### src/rtl/uart_pkg.sv
// Shared UART definitions: receiver state encoding and frame defaults common to RX and TX.
`timescale 1ns/1ps
package uart_pkg;

  localparam int UART_DATA_BITS  = 8;
  localparam int UART_OVERSAMPLE = 16;

  typedef enum logic [2:0] {
    RX_IDLE   = 3'd0,
    RX_START  = 3'd1,
    RX_DATA   = 3'd2,
    RX_PARITY = 3'd3,
    RX_STOP   = 3'd4
  } uart_rx_state_e;

endpackage

### src/rtl/uart_rx_sync.sv
// Two-flop synchronizer for the serial line; resets to the idle (high) level.
`timescale 1ns/1ps
module uart_rx_sync (
  input  logic Clock,
  input  logic ResetN,
  input  logic i_d,
  output logic o_q
);

  logic [1:0] r_sync;

  always_ff @(posedge Clock or negedge ResetN) begin
    if (!ResetN) begin
      r_sync <= 2'b11;
    end else begin
      r_sync <= {r_sync[0], i_d};
    end
  end

  assign o_q = r_sync[1];

endmodule

### src/rtl/uart_receiver.sv
// UART receiver: oversampled mid-bit recovery of LSB-first frames with registered strobes.
// Optional parity bit is enabled by defining UART_RX_PARITY_EN.
`timescale 1ns/1ps
module uart_receiver
  import uart_pkg::*;
#(
  parameter int DATA_BITS  = UART_DATA_BITS,
  parameter int OVERSAMPLE = UART_OVERSAMPLE,
  parameter bit PARITY_ODD = 1'b0
) (
  input  logic                 Clock,
  input  logic                 ResetN,
  input  logic                 Tick,
  input  logic                 Rx,
  output logic [DATA_BITS-1:0] DataOut,
  output logic                 RxDone,
  output logic                 FrameErr,
  output logic                 ParityErr
);

  localparam int TC_W = $clog2(OVERSAMPLE);
  localparam int BC_W = $clog2(DATA_BITS);
  localparam logic [TC_W-1:0] TC_MID  = TC_W'(OVERSAMPLE / 2 - 1);
  localparam logic [TC_W-1:0] TC_END  = TC_W'(OVERSAMPLE - 1);
  localparam logic [BC_W-1:0] BC_LAST = BC_W'(DATA_BITS - 1);

  uart_rx_state_e       r_state;
  logic [TC_W-1:0]      r_tc;
  logic [BC_W-1:0]      r_bc;
  logic [DATA_BITS-1:0] r_shift;
  logic [DATA_BITS-1:0] r_data;
  logic                 r_done;
  logic                 r_ferr;
  logic                 w_rxs;
`ifdef UART_RX_PARITY_EN
  logic                 r_par_bad;
  logic                 r_perr;
`endif

  uart_rx_sync u_sync (
    .Clock  (Clock),
    .ResetN (ResetN),
    .i_d    (Rx),
    .o_q    (w_rxs)
  );

  // NOTE: all state uses non-blocking assignments so every branch reads pre-edge values.
  always_ff @(posedge Clock or negedge ResetN) begin
    if (!ResetN) begin
      r_state   <= RX_IDLE;
      r_tc      <= '0;
      r_bc      <= '0;
      r_shift   <= '0;
      r_data    <= '0;
      r_done    <= 1'b0;
      r_ferr    <= 1'b0;
`ifdef UART_RX_PARITY_EN
      r_par_bad <= 1'b0;
      r_perr    <= 1'b0;
`endif
    end else begin
      r_done <= 1'b0;
      r_ferr <= 1'b0;
`ifdef UART_RX_PARITY_EN
      r_perr <= 1'b0;
`endif
      case (r_state)
        RX_IDLE: begin
          if (Tick && !w_rxs) begin
            r_tc    <= '0;
            r_state <= RX_START;
          end
        end
        RX_START: begin
          if (Tick) begin
            if (r_tc == TC_MID) begin
              if (!w_rxs) begin
                r_tc    <= '0;
                r_bc    <= '0;
                r_state <= RX_DATA;
              end else begin
                r_state <= RX_IDLE;
              end
            end else begin
              r_tc <= r_tc + 1'b1;
            end
          end
        end
        RX_DATA: begin
          if (Tick) begin
            if (r_tc == TC_END) begin
              r_tc    <= '0;
              r_shift <= {w_rxs, r_shift[DATA_BITS-1:1]};
              if (r_bc == BC_LAST) begin
`ifdef UART_RX_PARITY_EN
                r_state <= RX_PARITY;
`else
                r_state <= RX_STOP;
`endif
              end else begin
                r_bc <= r_bc + 1'b1;
              end
            end else begin
              r_tc <= r_tc + 1'b1;
            end
          end
        end
`ifdef UART_RX_PARITY_EN
        RX_PARITY: begin
          if (Tick) begin
            if (r_tc == TC_END) begin
              r_tc      <= '0;
              r_par_bad <= (w_rxs != (^r_shift ^ PARITY_ODD));
              r_state   <= RX_STOP;
            end else begin
              r_tc <= r_tc + 1'b1;
            end
          end
        end
`endif
        RX_STOP: begin
          if (Tick) begin
            if (r_tc == TC_END) begin
              // Leaving at mid-stop leaves half a bit to catch a back-to-back start edge.
              r_tc    <= '0;
              r_state <= RX_IDLE;
              if (!w_rxs) begin
                r_ferr <= 1'b1;
`ifdef UART_RX_PARITY_EN
              end else if (r_par_bad) begin
                r_perr <= 1'b1;
`endif
              end else begin
                r_data <= r_shift;
                r_done <= 1'b1;
              end
            end else begin
              r_tc <= r_tc + 1'b1;
            end
          end
        end
        default: r_state <= RX_IDLE;
      endcase
    end
  end

  assign DataOut  = r_data;
  assign RxDone   = r_done;
  assign FrameErr = r_ferr;
`ifdef UART_RX_PARITY_EN
  assign ParityErr = r_perr;
`else
  // Parity sense is meaningless without a parity bit; the output is permanently low.
  assign ParityErr = PARITY_ODD & 1'b0;
`endif

endmodule

### config.mk
export PLATFORM = sky130hd
export DESIGN_NAME = uart_receiver
export DESIGN_NICKNAME = d
export VERILOG_FILES = /design/src/rtl/uart_pkg.sv /design/src/rtl/uart_rx_sync.sv /design/src/rtl/uart_receiver.sv
export SDC_FILE = /design/constraint.sdc
export NUM_CORES = 1
export LEC_CHECK = 0
export ABC_AREA = 1
export CAP_MARGIN = 20
export CORE_ASPECT_RATIO = 0.9
export CORE_MARGIN = 2
export CORE_UTILIZATION = 50
export CTS_CLUSTER_DIAMETER = 200
export DETAILED_ROUTE_END_ITERATION = 12
export MAX_ROUTING_LAYER = met4
export PLACE_DENSITY = 0.8
export SLEW_MARGIN = 5
export SYNTH_ARGS = -nofsm -noshare
export SYNTH_HDL_FRONTEND = slang
export SYNTH_SLANG_ARGS = --single-unit
### constraint.sdc
create_clock -name Clock -period 2.6 [get_ports Clock]
set_clock_uncertainty 0.1 [all_clocks]
set_input_delay 0.52 -clock Clock [delete_from_list [all_inputs] [get_ports Clock]]
set_output_delay 0.52 -clock Clock [all_outputs]
set_load 0.01 [all_outputs]
Yosys cells after proc, flatten, opt, wreduce, memory -nomap -nowiden. Index checks and enable logic that the tools add are counted.

Register bits after elaboration: 30. Logic and storage cells: 71. Bits of input ports: 4. Output and inout bits: 11.

Reductions and logical operators: 11. $add $sub $neg: 2. Mux-type cells: 32. Eq/ne operators: 18.

Operators with widths (count): $mux W3 (14); $mux W4 (6); $ne A2 B2 Y1 const B (10); $pmux W3 S4 (1); $pmux W4 S3 (1); $mux W1 (8); $reduce_and A8 Y1 (1); $reduce_and A7 Y1 (1); $eq A3 B3 Y1 const B (2); $pmux W3 S2 (1); $reduce_and A5 Y1 (1); $add A4 B1 Y4 const B (1); $eq A4 B3 Y1 const B (1); $eq A4 B4 Y1 const B (1); $reduce_and A4 Y1 (1); $add A3 B1 Y3 const B (1); $eq A3 B1 Y1 const B (1); $eq A3 B2 Y1 const B (1); $logic_not A3 Y1 (1); $ne A3 B3 Y1 const B (1); $reduce_and A3 Y1 (1); $reduce_bool A3 Y1 (1); $mux W2 (1); $ne A2 B1 Y1 const B (1); 4 further kinds (4).

Depth between registers and ports, before layout.
Depth in word-level cells: 5. Depth in mapped cells: 10. Gate-level depth less buffers: 10.

Cells and area by module. Synthesis repeated with hierarchy kept, for this count alone.

Cells, all modules: 170. Area total of the unflattened synthesis: 1502.7 µm².

Modules (own cells, without submodules): uart_receiver (area each 1450.1 µm², times used 1, cells each 168, sequential area each 700.7 µm²); uart_rx_sync (area each 52.6 µm², times used 1, cells each 2, sequential area each 52.6 µm²).

Least setup slack after synthesis. No wires, ideal clock.

Path kind: reg-to-reg. Start point: register r_tc[0]. End point: register r_data[6], in the netlist DataOut[6]. Arrival time: 1257 ps. Path buffers: 1. Cell stages (with the launch flop): 10. Slack: 1125 ps. Library setup time: 118 ps. Required time: 2382 ps. Clock period less this slack: 1475 ps. Cell sequence: dfrtp_1 > ha_1 > nand2_2 > inv_2 > nand2_2 > nor2_4 > nand3_4 > buf_6 > nand2_1 > o21ai_2.

Cells in the longest elaborated chain, start to end: 2.

RTL lines: start, declared (line uart_receiver.sv:28) `logic [TC_W-1:0] r_tc;`; start signal, assigned (line uart_receiver.sv:85) `r_tc <= r_tc + 1'b1;`; start signal, assigned (line uart_receiver.sv:104) `r_tc <= r_tc + 1'b1;`; start signal, assigned (line uart_receiver.sv:138) `r_tc <= r_tc + 1'b1;`; $eq A4 B4 Y1 (line uart_receiver.sv:123) `if (r_tc == TC_END) begin`; $reduce_and A4 Y1 (no source line); end signal, assigned (line uart_receiver.sv:134) `r_data <= r_shift;`; end, declared (line uart_receiver.sv:31) `logic [DATA_BITS-1:0] r_data;`.

Every way passes these cells. A chain may end at the register's enable or synchronous reset.

Worst setup path after layout.
Start point: register r_data[1], in the netlist DataOut[1]. End point: output port DataOut[1].

RTL lines: end, declared (line uart_receiver.sv:15) `output logic [DATA_BITS-1:0] DataOut,`.

No word-level cell between the ends.

==> results by group <==
Yosys
  • Avg Cell Area, Syn: 8.40 um^2
  • Post-synth EDFFs: 0
  • Synth async-reset ratio: 100%
  • Post-Syn Instances: 190
  • Post-synth top area share: 43.9%
  • Register area share after synthesis: 47.2%
  • Synthesized flop and latch total: 30
  • Synth area leaders: dfrtp_1 (44%), nand2_1 (14%), o21ai_2 (8.2%)
  • Main synth FF type: dfrtp_1
  • Synth area leader: dfrtp_1
  • Yosys warning total: 0
  • Synth cell count leaders: nand2_1 (60), dfrtp_1 (28), nand3_1 (18)
  • Top-count cell post-synth: nand2_1
  • Net Count, Synth: 197
  • Yosys cell types: 25
  • Synth Cell Area: 1600 um^2

Drt
  • 1st-pass router iterations: 4
  • Mean number of vias per cell: 4.90
  • DRC violations left: 0
  • Top layer in use: met4
  • Met2 WL post-DR: 1250 um
  • Routed WL: 2790 um
  • Routed len/inst: 11.2 um
  • Met1 Wirelength: 1370 um
  • WL met3: 112 um
  • Initial DRC Count: 62
  • Via count: 1219
  • DRT antenna net count: 0

Floorplanning
  • Die W: 63.6 um
  • Total die area: 3660 um^2
  • Initial Util: 52.5%
  • Core area: 3040 um^2
  • # IOs: 15
  • # rows: 19
  • Chip height: 57.6 um

Layout
  • Ant. Diodes: 0
  • Final Core Density: 59.2%
  • Final Net Count: 213
  • Syn-to-layout area delta: 12.9%
  • Layout cells sized above 1: 23.2%

Critical path
  • CP Capture Type: output port
  • CP Data Arrival Time: 1.25 ns
  • CP startpoint kind: register
  • Slowest cell on the critical path: clkdlybuf4s50_1
  • CP max stage delay: 0.55 ns
  • WS Path Type: reg -> out
  • Critical-path cell list: clkdlybuf4s50_1
  • Crit-path leading delay family: buffers and inverters
  • Worst path bufs/invs: 1
  • Critical Path RT: 1.98 ns
  • Worst flop-to-flop path startpoint: r_tc[0]
  • Worst Path Max Fanout: 2
  • CP startpoint: DataOut[1]

STA
  • Tcrit/Tclk final: 71.9%
  • # setup viols final: 0
  • Fmax: 535 MHz
  • RSZ-0062 raised after global routing: no
  • Crit path time final: 1.87 ns
  • Final hold violations: 0
  • Final setup TNS: 0 ns
  • Fin. max-slew vios: 0

Global routing
  • Initial antenna violation count: 0
  • Grt ovf: 0
  • Global router's overall resource usage: 17.8%
  • Largest net degree at the start of global routing: 31
  • Vias in the first global route: 1130
  • First-pass GRT wire length: 4800 um

Placed design
  • Port Buffer Count: 13
  • Hpwl dp: 2080 um
  • Routability Congestion: 0.954

Clock network
  • CTS tree: built
  • CTS H-Tree Depth: 2
  • CTS Buf Count: 5
  • Clock sink count: 30
  • CTS Hold Bufs: 0
  • Insertion delay to the later sink of the worst-skew pair: 0.33 ns
  • PostCTS Resize Cnt: 0
  • Clk pin slew, worst setup/hold paths: 0.09 ns
  • Clock Tree Buf Depth: 2
  • Clock root buffer: clkbuf_4
  • Post-CTS setup buffers: 0

Status
  • Outcome: finished, final reports clean

Worst hold path
  • Path type of the worst min-delay path: reg -> reg
  • Hold wc startpoint: u_sync.r_sync[0]

Run
  • Max Cap Viol: 0

Power
  • Pleak: 0.869 nW
  • VDD IR max: 0.484 mV
  • Total Power: 1.31 mW
  • Power per cell area: 725 nW/um^2
-- routing by layer --
layer	global-route usage (%)	vias up
li1	-	631
met1	22.2	560
met2	27.1	21
met3	5.33	7
met4	7.45	0
met5	-	-
-- layout make-up --
class / count / area, um^2
timing repair buffer: 14 / 138
tap: 42 / 52.6
multi-input combinational: 135 / 723
fill: 288 / 1240
clock inverter: 1 / 5.00
inverter: 20 / 75.1
clock buffer: 7 / 55.1
sequential: 30 / 753
-- power by group --
part           total (mW)  leakage [nW]  internal (mW)  switching [mW]
Combinational       0.455         0.426          0.146           0.308
Clock               0.284        0.0353          0.131           0.153
Sequential          0.567         0.407          0.508          0.0584
-- stage by stage --
stage	setup slack [ns]	area [um^2]	hold slack (ns)	cells
floorplan	1.12	1600	0.124	190
detailed placement	0.551	1740	0.248	241
finish	0.732	1800	0.260	249
global route	0.667	1800	0.262	249
CTS	0.703	1800	0.261	249
global placement	0.588	1740	0.247	241
-- final timing paths --
path / endpoint / slack, ns / cells after the start
setup / recovery: DataOut[1] / 0.73 / 1
min in group asynchronous: r_shift[6] / 0.46 / 2
hold reg to reg: u_sync.r_sync[1] / 0.26 / 0
max in group asynchronous: u_sync.r_sync[1] / 1.62 / 2
setup reg to reg: r_shift[5] / 0.90 / 8
hold / removal: u_sync.r_sync[1] / 0.26 / 0
-- cell families after synthesis --
group	synth area share, %
other	0.235
flip-flops	47.2
buffers and inverters	7.52
AO/OA/AOI/OAI	10.3
XOR/XNOR	0.549
adder cells (fa/ha/maj)	2.35
AND/OR/NAND/NOR	31.9
-- registers in the layout, indices dropped and copies added, names as in the netlist --
signal,flops
r_tc,4
r_bc,3
r_state,3
FrameErr,1
u_sync.r_sync,2
DataOut,8
RxDone,1
r_shift,8
-- placed cells by master (no fill, tap or decap), drive strengths merged --
master / count
inv: 19
clkinv: 2
xor2: 1
o21ai: 17
dfstp: 2
ha: 3
conb: 1
a21oi: 3
nor3: 2
clkdlybuf4s50: 13
dfrtp: 28
clkbuf: 7
buf: 1
nand3: 19
o21a: 1
nand3b: 2
nor2: 19
nand2: 67
No activity file was read; power rests on OpenSTA's default activity.
